$ cat src/rtl/hazard_fwd_ctrl_pkg.sv
// -----------------------------------------------------------------------------
// hazard_fwd_ctrl_pkg
//   Shared types for the hazard / forwarding controller:
//     - state_t    : controller FSM states
//     - fwd_sel_t  : EX operand source encodings driven onto the operand muxes
//     - shadow_t   : per-stage shadow entry {valid, rd, reg_write, is_load}
//   Register indices are carried at a fixed width (RD_W) inside the package so
//   the shadow struct can be shared; the top zero-extends its REG_AW-wide
//   indices into this width.
// -----------------------------------------------------------------------------
package hazard_fwd_ctrl_pkg;

    // Widest register index the shared shadow struct can carry.
    localparam int RD_W = 8;

    typedef logic [RD_W-1:0] reg_idx_t;

    typedef enum logic [1:0] {
        RUN      = 2'b00,
        LU_STALL = 2'b01,
        FREEZE   = 2'b10
    } state_t;

    typedef enum logic [1:0] {
        FWD_RF    = 2'b00,
        FWD_EXMEM = 2'b01,
        FWD_MEMWB = 2'b10
    } fwd_sel_t;

    typedef struct packed {
        logic     valid;
        reg_idx_t rd;
        logic     reg_write;
        logic     is_load;
    } shadow_t;

    localparam shadow_t SHADOW_EMPTY = '0;

    // True when the stage entry will write register src.
    function automatic logic writes_reg(input shadow_t entry, input reg_idx_t src);
        return entry.valid && entry.reg_write && (entry.rd == src);
    endfunction

endpackage

$ cat src/rtl/hazard_fwd_ctrl_fwd_match.sv
// -----------------------------------------------------------------------------
// fwd_match
//   Forwarding source select for one EX operand.
//   Ports:
//     src       in  ID source register index (zero-extended)
//     src_used  in  the instruction actually reads src
//     ex_entry  in  shadow entry of the instruction now in EX
//     mem_entry in  shadow entry of the instruction now in MEM
//     sel       out operand source: FWD_RF / FWD_EXMEM / FWD_MEMWB
//   The younger producer (EX) wins over the older one (MEM); x0 is hardwired
//   zero and is never forwarded.
// -----------------------------------------------------------------------------
module fwd_match
    import hazard_fwd_ctrl_pkg::*;
(
    input  reg_idx_t src,
    input  logic     src_used,
    input  shadow_t  ex_entry,
    input  shadow_t  mem_entry,
    output fwd_sel_t sel
);

    // NOTE: every combinational output gets a default first so no path
    // through the block can infer a latch.
    always_comb begin
        sel = FWD_RF;
        if (src_used && (src != '0)) begin
            if (writes_reg(ex_entry, src)) begin
                sel = FWD_EXMEM;
            end else if (writes_reg(mem_entry, src)) begin
                sel = FWD_MEMWB;
            end
        end
    end

endmodule

$ cat src/rtl/hazard_fwd_ctrl.sv
// -----------------------------------------------------------------------------
// hazard_fwd_ctrl
//   Hazard detection and operand-forwarding control for a 5-stage pipeline.
//   Tracks shadow copies of the EX and MEM instructions, registers the EX
//   operand-mux selects at the ID->EX transition, inserts load-use bubbles,
//   handles branch flushes and whole-pipeline freezes on mem_busy, and flags
//   a freeze that lasts FREEZE_TIMEOUT cycles.
//   Ports:
//     clk, rst                 clock, synchronous active-high reset
//     id_valid                 ID holds a real instruction
//     id_rs1/id_rs2            ID source registers
//     id_rs1_used/id_rs2_used  source is actually read
//     id_rd, id_reg_write      ID destination and write enable
//     id_is_load, id_use_imm   ID is a load / operand B is the immediate
//     ex_flush                 taken branch/jump resolved in EX
//     mem_busy                 data memory not ready, freeze the pipeline
//     fwd_a_sel/fwd_b_sel      EX operand source (00 RF, 01 EX/MEM, 10 MEM/WB)
//     alu_b_sel                ALU operand B: 0 forwarded register, 1 immediate
//     stall                    hold PC and IF/ID
//     bubble                   load a NOP into ID/EX
//     err_timeout              sticky freeze-timeout flag
//   No datapath registers live here; the block only steers existing muxes.
// -----------------------------------------------------------------------------
module hazard_fwd_ctrl
    import hazard_fwd_ctrl_pkg::*;
#(
    parameter int REG_AW         = 5,   // must not exceed RD_W
    parameter int FREEZE_TIMEOUT = 255  // must be at least 1
) (
    input  logic              clk,
    input  logic              rst,
    input  logic              id_valid,
    input  logic [REG_AW-1:0] id_rs1,
    input  logic [REG_AW-1:0] id_rs2,
    input  logic              id_rs1_used,
    input  logic              id_rs2_used,
    input  logic [REG_AW-1:0] id_rd,
    input  logic              id_reg_write,
    input  logic              id_is_load,
    input  logic              id_use_imm,
    input  logic              ex_flush,
    input  logic              mem_busy,
    output logic [1:0]        fwd_a_sel,
    output logic [1:0]        fwd_b_sel,
    output logic              alu_b_sel,
    output logic              stall,
    output logic              bubble,
    output logic              err_timeout
);

    localparam int               CNT_W   = $clog2(FREEZE_TIMEOUT + 1);
    localparam logic [CNT_W-1:0] CNT_MAX = CNT_W'(FREEZE_TIMEOUT);

    state_t           state, state_nxt, resume_state, eff_state;
    shadow_t          ex_q, mem_q, id_entry;
    reg_idx_t         rs1_x, rs2_x, rd_x;
    fwd_sel_t         sel_a, sel_b;
    fwd_sel_t         fwd_a_q, fwd_b_q;
    logic             alu_b_q;
    logic             lu_hazard, lu_stall_req, load_bubble;
    logic [CNT_W-1:0] frz_cnt, frz_cnt_nxt;
    logic             err_q;

    // Zero-extend the ID indices into the package index width.
    always_comb begin
        rs1_x = '0;
        rs2_x = '0;
        rd_x  = '0;
        rs1_x[REG_AW-1:0] = id_rs1;
        rs2_x[REG_AW-1:0] = id_rs2;
        rd_x[REG_AW-1:0]  = id_rd;
    end

    always_comb begin
        id_entry           = SHADOW_EMPTY;
        id_entry.valid     = id_valid;
        id_entry.rd        = rd_x;
        id_entry.reg_write = id_reg_write;
        id_entry.is_load   = id_is_load;
    end

    fwd_match u_fwd_a (
        .src       (rs1_x),
        .src_used  (id_rs1_used),
        .ex_entry  (ex_q),
        .mem_entry (mem_q),
        .sel       (sel_a)
    );

    fwd_match u_fwd_b (
        .src       (rs2_x),
        .src_used  (id_rs2_used),
        .ex_entry  (ex_q),
        .mem_entry (mem_q),
        .sel       (sel_b)
    );

    // A load in EX cannot forward its data yet: the consumer must wait a cycle.
    assign lu_hazard = id_valid && ex_q.valid && ex_q.is_load &&
                       ((id_rs1_used && (rs1_x != '0) && (rs1_x == ex_q.rd)) ||
                        (id_rs2_used && (rs2_x != '0) && (rs2_x == ex_q.rd)));

    // The first unfrozen cycle after a freeze behaves as the state that was
    // interrupted, so a pending load-use stall still completes.
    assign eff_state = (state == FREEZE) ? resume_state : state;

    // Flush wins over load-use: the dependent instruction is on the wrong path.
    assign lu_stall_req = (eff_state == RUN) && lu_hazard && !ex_flush;
    assign load_bubble  = ex_flush || lu_stall_req;

    // ---------------- FSM: state register ----------------
    // NOTE: sequential state uses non-blocking assignments so every register
    // samples the pre-edge values regardless of statement order.
    always_ff @(posedge clk) begin
        if (rst) begin
            state        <= RUN;
            resume_state <= RUN;
        end else begin
            state <= state_nxt;
            if (mem_busy && (state != FREEZE)) begin
                resume_state <= state;
            end
        end
    end

    // ---------------- FSM: next-state logic ----------------
    always_comb begin
        state_nxt = RUN;
        if (mem_busy) begin
            state_nxt = FREEZE;
        end else begin
            case (eff_state)
                RUN:     state_nxt = lu_stall_req ? LU_STALL : RUN;
                default: state_nxt = RUN;
            endcase
        end
    end

    // ---------------- FSM: outputs ----------------
    // rst overrides freeze, flush and any stall in progress.
    always_comb begin
        stall  = 1'b0;
        bubble = 1'b0;
        if (!rst) begin
            if (mem_busy) begin
                stall = 1'b1;
            end else if (ex_flush) begin
                bubble = 1'b1;
            end else if (lu_stall_req) begin
                stall  = 1'b1;
                bubble = 1'b1;
            end
        end
    end

    // ---------------- shadow pipeline, selects, freeze watchdog ----------------
    assign frz_cnt_nxt = (frz_cnt == CNT_MAX) ? frz_cnt : frz_cnt + CNT_W'(1);

    // NOTE: all control registers are reset; the shadow valid bits in
    // particular must start clear or stale entries would cause false forwards.
    always_ff @(posedge clk) begin
        if (rst) begin
            ex_q    <= SHADOW_EMPTY;
            mem_q   <= SHADOW_EMPTY;
            fwd_a_q <= FWD_RF;
            fwd_b_q <= FWD_RF;
            alu_b_q <= 1'b0;
            frz_cnt <= '0;
            err_q   <= 1'b0;
        end else if (mem_busy) begin
            // Frozen: shadows and selects hold, only the watchdog moves.
            frz_cnt <= frz_cnt_nxt;
            if (frz_cnt_nxt == CNT_MAX) begin
                err_q <= 1'b1;
            end
        end else begin
            frz_cnt <= '0;
            mem_q   <= ex_q;
            if (load_bubble) begin
                ex_q    <= SHADOW_EMPTY;
                fwd_a_q <= FWD_RF;
                fwd_b_q <= FWD_RF;
                alu_b_q <= 1'b0;
            end else begin
                ex_q    <= id_entry;
                fwd_a_q <= sel_a;
                fwd_b_q <= sel_b;
                alu_b_q <= id_use_imm;
            end
        end
    end

    assign fwd_a_sel   = fwd_a_q;
    assign fwd_b_sel   = fwd_b_q;
    assign alu_b_sel   = alu_b_q;
    assign err_timeout = err_q;

endmodule

$ cat config.mk
export PLATFORM = sky130hd
export DESIGN_NAME = hazard_fwd_ctrl
export DESIGN_NICKNAME = d
export VERILOG_FILES = /design/src/rtl/hazard_fwd_ctrl_pkg.sv /design/src/rtl/hazard_fwd_ctrl_fwd_match.sv /design/src/rtl/hazard_fwd_ctrl.sv
export SDC_FILE = /design/constraint.sdc
export NUM_CORES = 1
export LEC_CHECK = 0
export ABC_AREA = 1
export CORE_MARGIN = 2
export CORE_UTILIZATION = 29
export DETAILED_ROUTE_END_ITERATION = 8
export PLACE_DENSITY = 0.54
export REMOVE_ABC_BUFFERS = 1
export SLEW_MARGIN = 20
export SYNTH_ARGS = -nofsm -noshare
export SYNTH_HDL_FRONTEND = slang
export SYNTH_SLANG_ARGS = --single-unit
$ cat constraint.sdc
create_clock -name clk -period 1.94 [get_ports clk]
set_clock_uncertainty 0.05 [all_clocks]
set_input_delay 0.291 -clock clk [delete_from_list [all_inputs] [get_ports clk]]
set_output_delay 0.291 -clock clk [all_outputs]
set_load 0.02 [all_outputs]
# After elaboration in Yosys (flattened, before gate mapping)
# Cells that the tools add are included.
# classes
addsub,1
n_eq_ne,10
mux,22
bitwise,2
n_reduce_logical,25
# ops
operator,count
8-bit by 5-bit equality test with 1-bit output,4
2-bit two-way mux,10
5-bit by 8-bit equality test with 1-bit output,2
8-bit equality test (second input constant),2
1-bit logical AND,16
8-bit nonzero test,2
11-bit two-way mux,1
1-bit two-way mux,10
8-bit by 1-bit adder with 8-bit output (second input constant),1
8-bit two-way mux,1
3-bit OR reduction,1
2-bit equality test (second input constant),1
2-bit logical NOT,1
1-bit logical OR,2
2-bit inequality test (second input constant),1
1-bit NOT,2
2-bit AND reduction,1
2-bit OR reduction,1
1-bit logical NOT,1
# word_totals
ff_bits,39
out_inout_bits,8
word_cells,75

# Logic depth before layout (Yosys ltp)
# logic_depth
ltp_word,11
ltp_mapped,10
depth_no_buf,10

# Cells and area by module
# Synthesis repeated with hierarchy kept, for this count alone.
# hier_totals
hier_cells,417
hier_area_um2,2443.6
# by_module_without_submodules
module,instances,cells_per_inst,area_each_um2,seq_area_each_um2
hazard_fwd_ctrl,1,257,1778.0,680.7
fwd_match,2,80,332.8,0.0

# Worst setup path after synthesis
# No wires, ideal clock.
# synth_timing
kind,reg2out
from,register ex_q[5] in the netlist's numbering
to,output stall
arrival_time_ns,1.396
t_required_ns,1.599
setup_slack_ns,0.203
stages_incl_launch_ff,8
cell_sequence,dfxtp_1 > xnor2_1 > nand3_1 > nor2_1 > nand2_1 > nand2_1 > nand3_1 > o21ai_0
# synth_via
elab_chain_cells,10
word_cells_on_any_way,12
cone_classes,eq/ne (2); mux (4); reduce/logical (6)
# synth_lines
item,line,rtl
start: declaration,hazard_fwd_ctrl.sv:55,"shadow_t ex_q, mem_q, id_entry;"
start signal: assignment,hazard_fwd_ctrl.sv:185,ex_q <= id_entry;
5-bit by 8-bit equality test with 1-bit output (on tied branches),"hazard_fwd_ctrl.sv:100, hazard_fwd_ctrl.sv:101",
1-bit logical AND (on tied branches),"hazard_fwd_ctrl.sv:100, hazard_fwd_ctrl.sv:101",
1-bit logical OR (*),hazard_fwd_ctrl.sv:100,((id_rs1_used && (rs1_x != '0) && (rs1_x == ex_q.rd)) ||
1-bit logical AND (*),hazard_fwd_ctrl.sv:99,assign lu_hazard = id_valid && ex_q.valid && ex_q.is_load &&
1-bit logical AND (*) (2 in series),hazard_fwd_ctrl.sv:108,assign lu_stall_req = (eff_state == RUN) && lu_hazard && !ex_flush;
1-bit two-way mux (*),hazard_fwd_ctrl.sv:149,end else if (lu_stall_req) begin
1-bit two-way mux (*),hazard_fwd_ctrl.sv:147,end else if (ex_flush) begin
1-bit two-way mux (*),hazard_fwd_ctrl.sv:145,if (mem_busy) begin
1-bit two-way mux (*),hazard_fwd_ctrl.sv:144,if (!rst) begin
end: declaration,hazard_fwd_ctrl.sv:46,"output logic stall,"
# Every way passes the cells marked *; elsewhere a longest branch is shown, timed or not.

# Worst setup path in the final report
# layout_timing
from,register ex_q[2] in the netlist's numbering
to,output stall
# Same word-level chain as after synthesis.

==> Implementation_results.wiki <==
{| class="wikitable"
! Metric !! Value
|-
| Status || completed
|-
| Number of rows created at floorplan || 28
|-
| Most area-hungry cell type in the Yosys netlist || dfxtp_1
|-
| Async set-or-reset flop fraction in the synthesized netlist || 0%
|-
| Post-synth top area share || roughly 37%
|-
| Final critical-path share of the clock period || a little over nine tenths
|-
| Antenna violations before repair || 0
|-
| CTS tree || done
|-
| Area added between synthesis and finish || 42.3%
|-
| Fraction of the mapped netlist area in simple logic gates || 39.7%
|-
| Total number of nets in the final design || 344
|-
| Post-layout power || around 1400 µW
|-
| Total power density per cell area || roughly 570 nW/µm²
|-
| Critical register-to-register path endpoint || err_timeout
|-
| Compound-gate portion of the synthesized area || 9.21%
|-
| Reg clk slew, reported paths || roughly 0.06 ns
|-
| Average wire per standard cell || 11.3 µm
|-
| Post-synthesis adder-cell area fraction || less than 1%
|-
| Final core area utilization || roughly 42%
|-
| DRC violation total after the first TritonRoute iteration || a little over 60
|-
| Top cells by area, synth || dfxtp_1 (37%), nand2_1 (18%), nand3_1 (5.7%)
|-
| Transition at the pin with the smallest max-transition slack || roughly 0.23 ns
|-
| Number of failing hold endpoints at the final stage || 0
|-
| Count of antenna diodes in the layout || 0
|-
| Layout cells sized above 1 || around a fifth
|-
| Global route overflow || 0
|-
| Depth of the worst register-to-register path || 9
|-
| Final Max Slew Viols || 0
|-
| Highest achievable clock rate || ~530 MHz
|-
| Crit path max-delay family || simple AND/OR/NAND/NOR gates
|-
| Clock buffers created by TritonCTS || 5
|-
| Cell count after synthesis || around 260
|-
| Initial standard-cell utilization of the core || between 20 and 30%
|-
| Buffers from clock root to sink, at most || 2
|-
| Synth top cells by count || nand2_1 (86), dfxtp_1 (33), inv_1 (22), nor2_1 (22), nand3_1 (20)
|-
| Ordered list of cells on the worst path || xnor2_2 > nand3_2 > nor2_1 > nand2_1 > nand2_2 > nand3_2 > o21ai_1 > buf_4
|-
| Cts-stage hold buffer count || 0
|-
| Fraction of synthesized area in multiplexers || 0%
|-
| Portion of the post-synthesis area used by sequential elements || 37.4%
|-
| Die footprint || 6730 µm²
|-
| Number of inserted filler cells in the final layout || 625
|-
| Total of endpoints with negative setup slack in the final report || 0
|-
| Final-layout worst hold slack || 0.399 ns
|-
| Clock group share of total power || a little over a third
|-
| Delay contributed by the slowest stage of the critical path || between 0.3 and 0.4 ns
|-
| Critical path launch point type || flop
|-
| Unrepaired setup endpoints after global routing || true
|-
| Overall Global Routing Usage || 14.0%
|-
| Critical Path Sink || stall
|-
| Routability Congestion || between 0.8 and 0.9
|-
| Die width || a little over 80 µm
|-
| Critical path type || flop to output port
|-
| Placed wire-length estimate || 3350 µm
|-
| Vias in the first global route || 1626
|-
| Number of maximum-capacitance violations || 0
|-
| Clk sinks || 33
|-
| Cell count along the critical path || 8
|-
| Global-route wire length before repair || 7130 µm
|-
| Cell with the largest stage delay on the worst path || dfxtp_4
|-
| Pin count of the biggest net entering global routing || 19
|-
| Net switching fraction of the power || between 20% and 30%
|-
| Post-synthesis sequential element count || 33
|-
| Number of warnings issued by yosys || 0
|-
| Area share of xor/xnor cells in the synthesized design || 5.95%
|-
| Average cell area after synthesis || between 6 and 7 µm²
|-
| Total vias in the final route || around 1800
|-
| CP arrival || roughly 1.5 ns
|-
| Most common flop cell mapped by yosys || dfxtp_1
|-
| Switching power || around 350 µW
|-
| Part of the power in registers || about half
|-
| Final wirelength || around 4400 µm
|-
| Min Clock Period, post-route || between 1.5 and 2 ns
|-
| Number of placed I/O pins || 33
|-
| Worst R2R Start || frz_cnt[0]
|-
| Count of different cell masters after synthesis || 26
|-
| Largest family of logic cells by synthesized area || simple AND/OR/NAND/NOR gates
|-
| Worst hold-check path type || flop to flop
|-
| Remaining routing DRC violations || 0
|-
| Number of synthesized flops with an enable pin || 0
|-
| Slew HR || between 80 and 90%
|-
| Flop2flop setup slack || around 0.25 ns
|-
| Placeable core area || roughly 5900 µm²
|-
| Biggest fanout along the worst timing path || 3
|-
| Clock latency of the later-clocked register in the worst-skew pair || approximately 0.29 ns
|-
| Largest voltage drop on the vdd net || 0.344 mV
|-
| Crit path top cell by count || nand3_2
|-
| Required @ worst endpoint || approximately 1.6 ns
|-
| Floorplan die height || between 80 and 90 µm
|-
| TritonRoute pass-1 iters || 4
|-
| Setup crit start || ex_q[2]
|-
| Summed instance area of the synthesized netlist || around 1800 µm²
|-
| Antenna-violating nets left || 0
|-
| Most used standard cell by instance count after synthesis || nand2_1
|-
| IO buf count || 32
|-
| Int Pwr || 1080 µW
|-
| Clock root cell || clkbuf_8
|-
| Leakage || 0.00109 µW
|-
| Kind of end point of the critical path || output port
|-
| Number of H-tree levels || 2
|-
| Number of vias per cell after detailed routing || around 4.5
|-
| Share of total power in combinational logic || 14.5%
|-
| Buf+Inv Stages, Crit Path || 1
|}
[cell usage in the layout, fill, tap and decap left out, drive strengths merged]
master | Yosys | layout
dfxtp | 33 | 33
inv | 22 | 22
clkbuf | 0 | 7
nor2 | 26 | 26
ha | 1 | 1
a22o | 3 | 3
dlygate4sd2 | 0 | 10
xor2 | 3 | 3
o21bai | 3 | 3
nor3 | 5 | 5
nand3 | 20 | 20
nand2 | 90 | 90
xnor2 | 9 | 9
nand4 | 4 | 4
buf | 6 | 30
o22ai | 4 | 4
o21ai | 6 | 6
or2 | 2 | 2
nand3b | 9 | 9
a21oi | 11 | 11
clkdlybuf4s50 | 0 | 20
[routing by layer]
layer	routed length, µm	vias up	GRT usage, %
met5	0	-	0
met2	2130	33	24.0
met3	201	8	3.52
met4	84	0	6.67
met1	2010	772	16.3
li1	-	951	-
[power groups by stage]
stage	combinational (µW)	sequential (µW)	clock [µW]
2_1_floorplan	78.0	717	0
3_3_place_gp	200	720	0
3_5_place_dp	202	719	0
4_1_cts	197	704	541
5_1_grt	227	704	571
6_report	208	702	523
[flip-flops by register name (all words and copies together) (netlist names)]
name / count
fwd_b_sel: 2
frz_cnt: 8
ex_q: 8
mem_q: 7
err_timeout: 1
state: 2
fwd_a_sel: 2
resume_state: 2
alu_b_sel: 1
[tightest hold or removal path: cells and delay by family (launching register included)]
kind,cells,cell delay (ns)
AND/OR/NAND/NOR,2,0.10
flip-flops,1,0.31
[metrics by stage]
step,setup TNS (ns),setup slack [ns],std cells,area [µm²]
3_5_place_dp,-1.61,-0.696,386,2350
6_report,0,0.0669,393,2510
2_1_floorplan,0,0.192,251,1720
4_1_cts,0,0.00516,393,2440
3_3_place_gp,-1.32,-0.689,386,2350
5_1_grt,-0.0558,-0.0298,393,2510
[logic make-up after synthesis]
family                     count (synthesis)
buffers and inverters                     28
xor gates and xnor gates                  12
AOI/OAI and AO/OA                         27
DFF                                       33
and+or+nand+nor                          156
adders and majority gates                  1
[worst min-delay path by stage]
stage                       startpoint           end  cells after the start
after global routing      fwd_a_sel[1]  fwd_a_sel[1]                      2
after global placement    fwd_b_sel[1]  fwd_b_sel[1]                      2
after CTS                 fwd_a_sel[1]  fwd_a_sel[1]                      2
after detailed placement  fwd_a_sel[1]  fwd_a_sel[1]                      2
final                     fwd_a_sel[1]  fwd_a_sel[1]                      2
after floorplan                    rst   err_timeout                      1
[final cells by class]
cell class | count | area (µm²) | area share, %
flip-flops and latches | 33 | 679 | 27.0
repair buffers | 60 | 517 | 20.6
clock buffers | 7 | 86.3 | 3.43
inverters | 22 | 82.6 | 3.29
multi-input cells | 196 | 1050 | 42.0
well taps | 75 | 93.8 | 3.73
[repair_timing]
item | 4_1_cts | 5_1_grt
resized for setup | 31 | 15
pin swaps | 4 | 17
cloned | 0 | 0
setup buffers | 0 | 0
endpoints found under the setup margin | 2 | 2
hold endpoints to repair | 0 | 0
Power figures use the tool's default switching activity.
